[config.mk]
export PLATFORM = sky130hd
export DESIGN_NAME = entropy_mcu_sequencer
export DESIGN_NICKNAME = d
export VERILOG_FILES = /design/src/rtl/jenc_pkg.sv /design/src/rtl/jenc_skid_fifo.sv /design/src/rtl/entropy_mcu_sequencer.sv
export SDC_FILE = /design/constraint.sdc
export NUM_CORES = 1
export LEC_CHECK = 0
export CAP_MARGIN = 0
export CORE_ASPECT_RATIO = 0.7
export CORE_UTILIZATION = 25
export DETAILED_ROUTE_END_ITERATION = 8
export PLACE_DENSITY = 0.55
export SETUP_SLACK_MARGIN = 0.05
export SLEW_MARGIN = 10
export SYNTH_ARGS = -nofsm -noshare
export SYNTH_HDL_FRONTEND = slang
export SYNTH_SLANG_ARGS = --single-unit
[constraint.sdc]
create_clock -name clk -period 8.6 [get_ports clk]
set_input_delay 1.72 -clock clk [delete_from_list [all_inputs] [get_ports clk]]
set_output_delay 1.72 -clock clk [all_outputs]
set_load 0.01 [all_outputs]
[src/rtl/jenc_pkg.sv]
// Shared types for the JPEG entropy path: coefficient, chroma tag,
// sequencer states and the sideband carried alongside each pair.
package jenc_pkg;

    typedef logic signed [10:0] coef_t;

    typedef enum logic [1:0] {
        CH_Y  = 2'd0,
        CH_CB = 2'd1,
        CH_CR = 2'd2
    } chroma_t;

    localparam int PAIRS_PER_BLOCK = 32;
    localparam int BLOCKS_PER_MCU  = 6;

    typedef enum logic [1:0] {
        S_IDLE,
        S_WAIT_BANK,
        S_ISSUE,
        S_DRAIN
    } seq_state_t;

    typedef struct packed {
        logic       bank;
        logic [4:0] cnt;
        chroma_t    chroma;
        logic       last_mcu;
    } side_t;

    typedef struct packed {
        side_t       side;
        coef_t [1:0] data;
    } pair_ent_t;

endpackage

[src/rtl/jenc_skid_fifo.sv]
// Small synchronous FIFO with occupancy count; the head entry is
// visible combinationally from registered state.
module jenc_skid_fifo #(
    parameter int WIDTH = 8,
    parameter int DEPTH = 3,
    localparam int PW = (DEPTH > 1) ? $clog2(DEPTH) : 1,
    localparam int CW = $clog2(DEPTH + 1)
) (
    input  logic             clk,
    input  logic             resetn,
    input  logic             push,
    input  logic [WIDTH-1:0] wdata,
    input  logic             pop,
    output logic [WIDTH-1:0] rdata,
    output logic [CW-1:0]    count
);

    logic [WIDTH-1:0] mem [DEPTH];
    logic [PW-1:0]    wr_ptr;
    logic [PW-1:0]    rd_ptr;
    logic             full;

    function automatic logic [PW-1:0] nxt(input logic [PW-1:0] p);
        return (p == PW'(DEPTH - 1)) ? '0 : p + 1'b1;
    endfunction

    assign full  = (count == CW'(DEPTH));
    assign rdata = mem[rd_ptr];

    always_ff @(posedge clk or negedge resetn) begin
        if (!resetn) begin
            wr_ptr <= '0;
            rd_ptr <= '0;
            count  <= '0;
        end else begin
            if (push) wr_ptr <= nxt(wr_ptr);
            if (pop)  rd_ptr <= nxt(rd_ptr);
            unique case ({push, pop})
                2'b10:   count <= count + 1'b1;
                2'b01:   count <= count - 1'b1;
                default: count <= count;
            endcase
        end
    end

    always_ff @(posedge clk) begin
        if (push) mem[wr_ptr] <= wdata;
    end

    push_into_full: assert property (
        @(posedge clk) disable iff (!resetn) !(push && full)
    );

endmodule

[src/rtl/entropy_mcu_sequencer.sv]
// Reads ping-pong MCU coefficient banks and feeds zig-zag pairs with
// block/chroma/last-MCU sideband to the entropy encoder.
module entropy_mcu_sequencer
    import jenc_pkg::*;
#(
    parameter int Y_BLOCKS       = 4,
    parameter int BLOCKS_PER_MCU = 6,
    parameter int MCU_CNT_W      = 16,
    parameter int FIFO_DEPTH     = 3
) (
    input  logic                 clk,
    input  logic                 resetn,
    input  logic                 start,
    input  logic [MCU_CNT_W-1:0] num_mcus,
    output logic                 busy,
    output logic                 done,
    input  logic [1:0]           bank_full,
    output logic [1:0]           bank_release,
    output logic                 rd_en,
    output logic                 rd_bank,
    output logic [7:0]           rd_addr,
    input  coef_t [1:0]          rd_data,
    output coef_t [1:0]          q,
    output logic                 q_valid,
    input  logic                 q_hold,
    output logic [4:0]           q_cnt,
    output logic [1:0]           q_chroma,
    output logic                 q_last_mcu
);

    localparam int CW = $clog2(FIFO_DEPTH + 1);
    localparam int OW = CW + 1;
    localparam logic [4:0] LAST_PAIR = 5'(PAIRS_PER_BLOCK - 1);
    localparam logic [2:0] LAST_BLK  = 3'(BLOCKS_PER_MCU - 1);

    seq_state_t           state, state_n;
    logic                 ptr, ptr_n;
    logic [2:0]           block, block_n;
    logic [4:0]           pair, pair_n;
    logic [MCU_CNT_W-1:0] remain, remain_n;
    logic                 zero_done, zero_done_n;
    logic                 inflight;
    logic                 room;
    logic                 pop;
    logic                 last_mcu;
    logic [1:0]           release_n;
    logic [CW-1:0]        fifo_count;
    side_t                side_now, side_d;
    pair_ent_t            head, wr_ent;

    function automatic chroma_t chroma_of(input logic [2:0] blk);
        if (blk < 3'(Y_BLOCKS))  return CH_Y;
        if (blk == 3'(Y_BLOCKS)) return CH_CB;
        return CH_CR;
    endfunction

    // Occupancy counts the read in flight so the FIFO can never overflow.
    assign room = (OW'(fifo_count) + OW'(inflight)) <= OW'(FIFO_DEPTH - 1);
    assign last_mcu = (remain == MCU_CNT_W'(1));

    assign side_now.bank     = ptr;
    assign side_now.cnt      = pair;
    assign side_now.chroma   = chroma_of(block);
    assign side_now.last_mcu = last_mcu;

    always_comb begin
        state_n     = state;
        ptr_n       = ptr;
        block_n     = block;
        pair_n      = pair;
        remain_n    = remain;
        zero_done_n = 1'b0;
        rd_en       = 1'b0;
        unique case (state)
            S_IDLE: begin
                if (start) begin
                    if (num_mcus != '0) begin
                        remain_n = num_mcus;
                        ptr_n    = 1'b0;
                        block_n  = '0;
                        pair_n   = '0;
                        state_n  = S_WAIT_BANK;
                    end else begin
                        zero_done_n = 1'b1;
                    end
                end
            end
            S_WAIT_BANK: begin
                if (bank_full[ptr]) begin
                    block_n = '0;
                    pair_n  = '0;
                    state_n = S_ISSUE;
                end
            end
            S_ISSUE: begin
                if (room) begin
                    rd_en  = 1'b1;
                    pair_n = pair + 1'b1;
                    if (pair == LAST_PAIR) begin
                        block_n = block + 1'b1;
                        if (block == LAST_BLK) begin
                            block_n  = '0;
                            remain_n = remain - 1'b1;
                            ptr_n    = ~ptr;
                            // Skip the wait cycle when the other bank is ready.
                            if (last_mcu)
                                state_n = S_DRAIN;
                            else if (!bank_full[~ptr])
                                state_n = S_WAIT_BANK;
                        end
                    end
                end
            end
            S_DRAIN: begin
                if (fifo_count == '0 && !inflight) state_n = S_IDLE;
            end
            default: state_n = S_IDLE;
        endcase
    end

    always_ff @(posedge clk or negedge resetn) begin
        if (!resetn) begin
            state        <= S_IDLE;
            ptr          <= 1'b0;
            block        <= '0;
            pair         <= '0;
            remain       <= '0;
            zero_done    <= 1'b0;
            inflight     <= 1'b0;
            side_d       <= '0;
            bank_release <= 2'b00;
        end else begin
            state        <= state_n;
            ptr          <= ptr_n;
            block        <= block_n;
            pair         <= pair_n;
            remain       <= remain_n;
            zero_done    <= zero_done_n;
            inflight     <= rd_en;
            bank_release <= release_n;
            if (rd_en) side_d <= side_now;
        end
    end

    assign wr_ent.side = side_d;
    assign wr_ent.data = rd_data;

    jenc_skid_fifo #(
        .WIDTH ($bits(pair_ent_t)),
        .DEPTH (FIFO_DEPTH)
    ) u_fifo (
        .clk    (clk),
        .resetn (resetn),
        .push   (inflight),
        .wdata  (wr_ent),
        .pop    (pop),
        .rdata  (head),
        .count  (fifo_count)
    );

    assign q_valid = (fifo_count != '0);
    assign pop     = q_valid && !q_hold;

    always_comb begin
        release_n = 2'b00;
        if (pop && head.side.chroma == CH_CR && head.side.cnt == LAST_PAIR)
            release_n[head.side.bank] = 1'b1;
    end

    assign q          = q_valid ? head.data : '0;
    assign q_cnt      = q_valid ? head.side.cnt : 5'd0;
    assign q_chroma   = q_valid ? head.side.chroma : 2'd0;
    assign q_last_mcu = q_valid && head.side.last_mcu;

    assign busy = (state != S_IDLE);
    assign done = zero_done
                | (state == S_DRAIN && fifo_count == '0 && !inflight);

    assign rd_bank = ptr;
    assign rd_addr = {block, pair};

endmodule
==> summary.md <==
| Metric | Value |
|---|---|
| Layout cells sized above 1 | `0.105` |
| I/O pin cnt | `89` |
| WS Path Type | `reg -> out` |
| Largest net degree at the start of global routing | `61` |
| # DRC | `0` |
| Critical path arrival | `2.94 ns` |
| Register bit count reported by yosys | `139` |
| CTS HTree Levels | `4` |
| Net Switching | `0.00111 W` |
| Max-cap violations | `0` |
| Startpoint Class | `flip-flop` |
| Power per cell area | `378 mW/mm^2` |
| Clk_skew | `0.0100 ns` |
| Design Area, Final | `0.00795 mm^2` |
| Worst-path clk slew | `0.06 ns` |
| Cell variety after synth | `52` |
| DR iter-0 viols | `198` |
| Syn_nets | `557` |
| WL/cell | `15.0 um` |
| Die Ht | `133 um` |
| Cts repair resizes | `0` |
| Total wire length | `13,800 um` |
| Fin. Hold Viols | `0` |
| Ant. Diodes | `0` |
| Leak pwr | `3.04 nW` |
| Setup Buffers After CTS | `0` |
| Rows | `47` |
| IO buf count | `88` |
| Residual overflow from global routing | `0` |
| First-pass DRT Iterations | `5` |
| Worst-Margin Slew | `1.12 ns` |
| Fillers | `2,381` |
| All-Layer GR Usage | `0.114` |
| Die ar. | `0.0252 mm^2` |
| YS warnings | `0` |
| Sequential Power Share | `0.370` |
| Post-DP HPWL | `9020 um` |
| Core area | `0.0239 mm^2` |
| Clk pwr share | `0.251` |
| Clock latency on the worst-skew pair | `0.42 ns` |
| Mapped Avg Cell Area | `12.2 um^2` |
| Async S/R FF share, synth | `0.331` |
| Detail-routed via count per cell | `4.53` |
| CP Data Required Time | `6.88 ns` |
| Final setup vio count | `0` |
| First-pass GRT wire length | `21,900 um` |
| Pins Over Slew Limit | `0` |
| Cts hold-fix bufs | `0` |
| Synth Flop Type | `edfxtp_1` |
| Highest-count cells in the layout ignoring fill and taps | `edfxtp_1, clkdlybuf4s50_1, nor2_1` |
| Initial core utilization | `0.258` |
| CTS tree | `done` |
| Hold Slack | `0.464 ns` |
| Crit share post-route | `0.542` |
| Die X | `189 um` |
| Maximum fanout along the worst path | `14` |
| Most common cell after layout, fill and taps aside | `edfxtp_1` |
| Gp weighted congestion | `0.789` |
| Synth Instances | `505` |
| Final #Nets | `641` |
| Area Growth Syn to Fin | `29.3%` |
| Comb pwr share | `0.379` |
| Clk root buf | `clkbuf_16` |
| Switching fraction of total power | `0.371` |
| Fin Setup TNS | `0 ns` |
| CTS buffer count | `17` |
| Unrepaired setup endpoints after global routing | `false` |
| EDFF count, synth | `93` |
| Final cell count without fillers | `920` |
| Pint | `0.00189 W` |
| Status | `finished, final reports clean` |
| Hold path depth | `1` |
| Slew HR | `0.256` |
| Total power | `0.00300 W` |
| Critical path endpoint category | `output port` |
| Min Tclk post-route | `4.66 ns` |
| FMAX | `214 MHz` |
| Mapped Area | `0.00615 mm^2` |
| Antenna violations before repair | `0` |
| Vias in the first global route | `4,133` |
| Area after DPL | `0.00734 mm^2` |
| Post-Place Cells | `888` |
| Post-DRT Antenna Nets | `0` |
| Reg2Reg Depth | `8` |
| Post-synthesis sequential area ratio | `0.641` |
| Vias after detailed routing | `4,170` |
| Clock buffer depth | `2` |
| CTS Sinks | `139` |
| VDD IR-drop max | `0.132 mV` |
| Hold Path Class | `reg -> reg` |
[sequential cells by signal (all words and copies together) (netlist names)]
signal         cells
u_fifo.count       2
rd_bank            1
u_fifo.mem        93
u_fifo.wr_ptr      2
side_d             9
bank_release       2
remain            16
block              3
state              2
inflight           1
u_fifo.rd_ptr      2
zero_done          1
pair               5
[through the flow]
step,setup WS (ns),util
floorplan,5.28,-
global placement,4.42,0.308
detailed placement,4.37,0.308
CTS,3.90,0.333
global route,3.74,0.333
finish,3.94,0.333
[power by group through the flow]
stage               logic (W)  clock network (W)  registers, W
global route          0.00125           0.000799       0.00114
detailed placement    0.00115                  0       0.00112
CTS                   0.00115           0.000771       0.00111
finish                0.00114           0.000754       0.00111
global placement      0.00113                  0       0.00111
floorplan            0.000764                  0       0.00102
[logic make-up after synthesis]
logic type      Yosys count  share of synthesized area
compound gates          106                      0.110
flops                   139                      0.641
fa+ha+maj                 8                     0.0163
simple gates            172                      0.132
mux                      40                     0.0667
buf+inv                  37                     0.0295
xor+xnor                  3                    0.00427
[layout make-up]
cell class	instances	area (um^2)	share of cell area
Tap cell	318	398	0.0500
Inverter	7	26.3	0.00330
Clock inverter	15	183	0.0230
Clock buffer	17	425	0.0535
Sequential cell	139	3950	0.496
Multi-Input combinational cell	329	2040	0.257
Timing Repair Buffer	95	928	0.117
[final timing paths]
check | from | to | slack (ns)
setup / recovery | u_fifo.count[0] | rd_en | 3.94
hold / removal | u_fifo.mem[2][30] | bank_release[0] | 0.46
setup reg to reg | pair[0] | remain[0] | 6.19
hold reg to reg | u_fifo.mem[2][30] | bank_release[0] | 0.46
max in group asynchronous | resetn | u_fifo.rd_ptr[0] | 6.76
min in group asynchronous | resetn | remain[11] | 1.38
[Yosys cell counts (4+ instances only)]
| cell | n | share of area |
|---|---|---|
| nor4_1 | 7 | 0.0071 |
| ha_1 | 8 | 0.016 |
| buf_4 | 7 | 0.0085 |
| buf_2 | 7 | 0.0057 |
| a21oi_1 | 38 | 0.031 |
| nand2_1 | 38 | 0.023 |
| edfxtp_1 | 93 | 0.45 |
| dfrtp_1 | 46 | 0.19 |
| clkbuf_1 | 13 | 0.0079 |
| inv_1 | 7 | 0.0043 |
| o21ai_0 | 30 | 0.024 |
| and3_1 | 4 | 0.0041 |
| a31oi_1 | 6 | 0.0061 |
| mux2_2 | 8 | 0.015 |
| o22a_1 | 7 | 0.010 |
| o21ba_1 | 4 | 0.0065 |
| mux2i_1 | 32 | 0.052 |
| nor2_1 | 87 | 0.053 |
| nor3_1 | 8 | 0.0065 |
[per-layer routing]
layer | GRT usage | wire length, um | vias up
met3 | 0.0356 | 482 | 18
met4 | 0.0426 | 234 | 0
li1 | - | - | 2009
met1 | 0.144 | 6530 | 2066
met2 | 0.182 | 6570 | 77
met5 | 0 | 0 | -
[worst max-delay path: stages (launching register included)]
cell	delay [ns]
dfrtp_1	0.44
ha_1	0.21
inv_1	0.05
ha_1	0.26
nor3b_1	0.28
o21ai_0	0.12
buf_4	0.20
inv_1	0.33
clkdlybuf4s50_1	0.65
(Power assumes the default switching activity.)
